**src/rtl/vga_timing_gen.sv**
```systemverilog
// vga_timing_gen: raster timing generator for the 800x600@72Hz display path.
// Produces hcount/vcount plus hsync/vsync/blank and line/frame strobes.
// Optional build macro VGA_ALIGN_EN: adds one free-running register stage on
// hsync/vsync/blank so they line up with the one-cycle registered pixel path.
module vga_timing_gen #(
    parameter int   H_VIS  = 800,
    parameter int   H_FP   = 56,
    parameter int   H_SYNC = 120,
    parameter int   H_BP   = 64,
    parameter int   V_VIS  = 600,
    parameter int   V_FP   = 37,
    parameter int   V_SYNC = 6,
    parameter int   V_BP   = 23,
    parameter logic H_POL  = 1'b1,
    parameter logic V_POL  = 1'b1
) (
    input  logic        vclk,
    input  logic        rst,
    input  logic        pix_en,
    output logic [10:0] hcount,
    output logic [9:0]  vcount,
    output logic        hsync,
    output logic        vsync,
    output logic        blank,
    output logic        line_end,
    output logic        frame_end
);

    localparam int H_TOTAL = H_VIS + H_FP + H_SYNC + H_BP;
    localparam int V_TOTAL = V_VIS + V_FP + V_SYNC + V_BP;

    // Raster sizes must fit the counter widths; stop elaboration otherwise.
    if (H_TOTAL > 2048) begin : g_h_range
        $error("vga_timing_gen: H_TOTAL exceeds 2048");
    end
    if (V_TOTAL > 1024) begin : g_v_range
        $error("vga_timing_gen: V_TOTAL exceeds 1024");
    end

    localparam logic [10:0] H_LAST    = 11'(H_TOTAL - 1);
    localparam logic [10:0] H_VIS_W   = 11'(H_VIS);
    localparam logic [10:0] H_SYNC_LO = 11'(H_VIS + H_FP);
    localparam logic [10:0] H_SYNC_HI = 11'(H_VIS + H_FP + H_SYNC);
    localparam logic [9:0]  V_LAST    = 10'(V_TOTAL - 1);
    localparam logic [9:0]  V_VIS_W   = 10'(V_VIS);
    localparam logic [9:0]  V_SYNC_LO = 10'(V_VIS + V_FP);
    localparam logic [9:0]  V_SYNC_HI = 10'(V_VIS + V_FP + V_SYNC);

    logic [10:0] hcount_nxt_s;
    logic [9:0]  vcount_nxt_s;
    logic        h_wrap_s;
    logic        v_wrap_s;
    logic        hsync_nxt_s;
    logic        vsync_nxt_s;
    logic        blank_nxt_s;
    logic        line_end_nxt_s;
    logic        frame_end_nxt_s;
    logic        hsync_r;
    logic        vsync_r;
    logic        blank_r;

    // Next raster position and strobes; sync/blank are decoded from the next
    // position so the registered outputs describe the same pixel as the counters.
    always_comb begin
        hcount_nxt_s    = hcount;
        vcount_nxt_s    = vcount;
        h_wrap_s        = (hcount == H_LAST);
        v_wrap_s        = (vcount == V_LAST);
        line_end_nxt_s  = 1'b0;
        frame_end_nxt_s = 1'b0;
        if (pix_en) begin
            line_end_nxt_s  = h_wrap_s;
            frame_end_nxt_s = h_wrap_s & v_wrap_s;
            if (h_wrap_s) begin
                hcount_nxt_s = 11'd0;
                if (v_wrap_s) begin
                    vcount_nxt_s = 10'd0;
                end else begin
                    vcount_nxt_s = vcount + 10'd1;
                end
            end else begin
                hcount_nxt_s = hcount + 11'd1;
            end
        end else begin
            hcount_nxt_s = hcount;
        end
        hsync_nxt_s = ((hcount_nxt_s >= H_SYNC_LO) && (hcount_nxt_s < H_SYNC_HI)) ? H_POL : ~H_POL;
        vsync_nxt_s = ((vcount_nxt_s >= V_SYNC_LO) && (vcount_nxt_s < V_SYNC_HI)) ? V_POL : ~V_POL;
        blank_nxt_s = (hcount_nxt_s >= H_VIS_W) || (vcount_nxt_s >= V_VIS_W);
    end

    // Counter, strobe and first-stage sync/blank registers.
    always_ff @(posedge vclk) begin
        if (rst) begin
            hcount    <= 11'd0;
            vcount    <= 10'd0;
            line_end  <= 1'b0;
            frame_end <= 1'b0;
            hsync_r   <= ~H_POL;
            vsync_r   <= ~V_POL;
            blank_r   <= 1'b0;
        end else begin
            hcount    <= hcount_nxt_s;
            vcount    <= vcount_nxt_s;
            line_end  <= line_end_nxt_s;
            frame_end <= frame_end_nxt_s;
            hsync_r   <= hsync_nxt_s;
            vsync_r   <= vsync_nxt_s;
            blank_r   <= blank_nxt_s;
        end
    end

`ifdef VGA_ALIGN_EN
    // Alignment stage: delays sync/blank one vclk, runs regardless of pix_en.
    always_ff @(posedge vclk) begin
        if (rst) begin
            hsync <= ~H_POL;
            vsync <= ~V_POL;
            blank <= 1'b0;
        end else begin
            hsync <= hsync_r;
            vsync <= vsync_r;
            blank <= blank_r;
        end
    end
`else
    assign hsync = hsync_r;
    assign vsync = vsync_r;
    assign blank = blank_r;
`endif

endmodule
```
**config.mk**
```make
export PLATFORM = sky130hd
export DESIGN_NAME = vga_timing_gen
export DESIGN_NICKNAME = d
export VERILOG_FILES = /design/src/rtl/vga_timing_gen.sv
export SDC_FILE = /design/constraint.sdc
export NUM_CORES = 1
export LEC_CHECK = 0
export CELL_PAD_IN_SITES_DETAIL_PLACEMENT = 1
export CELL_PAD_IN_SITES_GLOBAL_PLACEMENT = 1
export CORE_MARGIN = 5
export CORE_UTILIZATION = 41
export DETAILED_ROUTE_END_ITERATION = 10
export PLACE_DENSITY_LB_ADDON = 0.1
export RECOVER_POWER = 50
export SLEW_MARGIN = 30
export SYNTH_ARGS = -nofsm -noshare
export SYNTH_HDL_FRONTEND = slang
export SYNTH_SLANG_ARGS = --single-unit
export TNS_END_PERCENT = 30
```
**constraint.sdc**
```tcl
create_clock -name vclk -period 7.5 [get_ports vclk]
set_input_delay 1.5 -clock vclk [delete_from_list [all_inputs] [get_ports vclk]]
set_output_delay 1.5 -clock vclk [all_outputs]
set_load 0.1 [all_outputs]
```
==> metrics.txt <==
CP max FO 13; postcts setup bufs 0; total CTS buffers 3; core area 4000 um^2; vias in the first global route 1608; synth unique cells 48; Ys Warns 0; Routed Antenna Nets 0; Synth Flop Type dfxtp_1; setup TNS 0 ns; final non-filler cell total 282; DRT iter0 DRCs 90; status finished, final reports clean; area grow syn2layout 18.5%; Slew Limit Headroom 0.327; Starting Density 0.421; critical path type in2reg; Final Max Tran Viols 0; ratio of cells with drive above 1 in the final layout 0.0431; Setup Viol. Count Final 0; antenna violations before repair 0; final setup margin 3.52 ns; Cell Pwr Density 119 nW/um^2; MaxCap Viol Count 0; Post-Synthesis Cell Area 1680 um^2; post-CTS resize count 0; hold_buf cts 0; vias per cell 5.80; post-synthesis net count 224; Layout Nets 240; I/O Pins 29; Mapped Cells 218; cell total after placement 279; Slew @ Worst Pin 1.01 ns; WL final 4.94 mm; Final Hold Fails 0; die span in x 74.1 um; PortBufs 28; worst clock skew 0.00466 ns; routed len/inst 17.5 um; RSZ-0062 raised after global routing false; flops & latches, synth 26; die area 5490 um^2; grt ovf 0; Hold Crit Class reg2reg; root buffer cell clkbuf_8; # rows 23; maximum vdd drop 0.0795 mV; maximum clock path buffer count 2; drt drc 0; largest net degree at the start of global routing 15; clk slew on worst S/H paths 0.08 ns; Post-Syn Area per Cell 7.72 um^2; Post-Place Cell Area 1950 um^2; CTS tree done; Final Cycle Share 0.530; Critical Path RT 7.64 ns; Synth async-reset ratio 0; drt pass-1 iters 4; later-pin clock latency in the skew report 0.27 ns; Max Clock Freq 252 MHz; Inserted Diodes 0; post-synth top area cell dfxtp_1; Period minus WS final 3.98 ns; Leak 0.741 nW; Vias 1636; Crit path arrival time 4.12 ns; sequential share of the synthesized area 0.309; Die H 74.1 um; global-route wire length before repair 7.94 mm; EDFF count, synth 0; final instance area 1990 um^2; pre-CTS setup slack 3.35 ns; top area cells in the synthesized netlist dfxtp_1, nor2_1, xnor2_1; GR Util All Layers 0.185; detailed placer's ending HPWL 3.69 mm; H-tree levels 1; RD Place Congestion 0.871; post-synth top area share 0.309; Clock Sinks 26; Setup crit start kind input port; Worst setup EP type register
sequential cells by signal, indices dropped and copies added (netlist names):
signal,cells
blank,1
hsync,1
vsync,1
frame_end,1
line_end,1
hcount,11
vcount,10
power by group:
part | leakage, nW | switching [mW] | internal [mW]
Clock | 0.0216 | 0.0421 | 0.0360
Combinational | 0.510 | 0.0138 | 0.00432
Sequential | 0.210 | 0.00198 | 0.139
Total | 0.741 | 0.0578 | 0.179
worst paths after layout:
check                  from         to  slack [ns]  depth (start not counted)
setup / recovery     pix_en      blank        3.52                          7
hold reg to reg   vcount[9]  vcount[9]        0.60                          2
hold / removal    vcount[9]  vcount[9]        0.60                          2
setup reg to reg  hcount[0]      blank        4.63                          7
Yosys cell counts (6+ instances only):
cell type  count
xnor2_1       12
dfxtp_1       26
nand2_1       21
clkbuf_1      15
o21ai_0       10
nand3_1       10
nand4_1        7
nor3_1         6
inv_1          7
nor2_1        28
a21oi_1       10
metal layers:
metal  global-route usage  vias to the layer above  wire length (um)  part of all wire
met4               0.0402                        0                40            0.0081
met5                    0                        -                 0                 0
met1                0.264                      776              2370              0.48
li1                     -                      810                 -                 -
met2                0.281                       45              2220              0.45
met3               0.0459                        5               309             0.063
through the flow:
stage / total power, mW / util / hold WS [ns]
detailed placement: 0.163 / 0.488 / 0.598
CTS: 0.241 / 0.499 / 0.613
global placement: 0.163 / 0.488 / 0.586
floorplan: 0.158 / - / 1.02
finish: 0.237 / 0.499 / 0.598
global route: 0.248 / 0.499 / 0.633
kinds of logic after synthesis:
logic type	count (synthesis)	synth area share
fa+ha+maj	3	0.0223
buf+inv	24	0.0587
compound gates	45	0.186
flops	26	0.309
simple gates	101	0.323
mux	2	0.0126
xor+xnor	17	0.0885
final cells by class:
| cell class | instances | area, um^2 |
|---|---|---|
| fill | 488 | 2010 |
| multi-input combinational | 168 | 1060 |
| sequential | 26 | 520 |
| timing repair buffer | 28 | 280 |
| tap | 50 | 62.6 |
| clock buffer | 3 | 41.3 |
| inverter | 7 | 26.3 |
worst max-delay path, cell delays in order:
cell           delay, ns
dlygate4sd3_1       0.70
and4_1              0.43
nand3_1             0.44
o21ai_0             0.46
nand4_1             0.16
a211o_1             0.31
o2bb2ai_1           0.12
cells in the final DEF (no fill, tap or decap), drive strengths merged, types with 2 or more instances in the layout:
cell type       n
or3             3
a21o            4
nand4b          2
nor4            2
xnor2          12
a21oi          10
a211o           5
a221oi          2
dfxtp          26
clkbuf          3
o21ai          10
and4            3
xor2            5
nor2b           3
nand2b          2
a41oi           2
inv             7
nand3          10
nor2           28
ha              3
nor4b           4
clkdlybuf4s50  11
dlygate4sd3    17
nand2          21
nand4           7
nor3            6
or4             3
and3            4
Note: power is estimated with default switching activity, not from simulation.
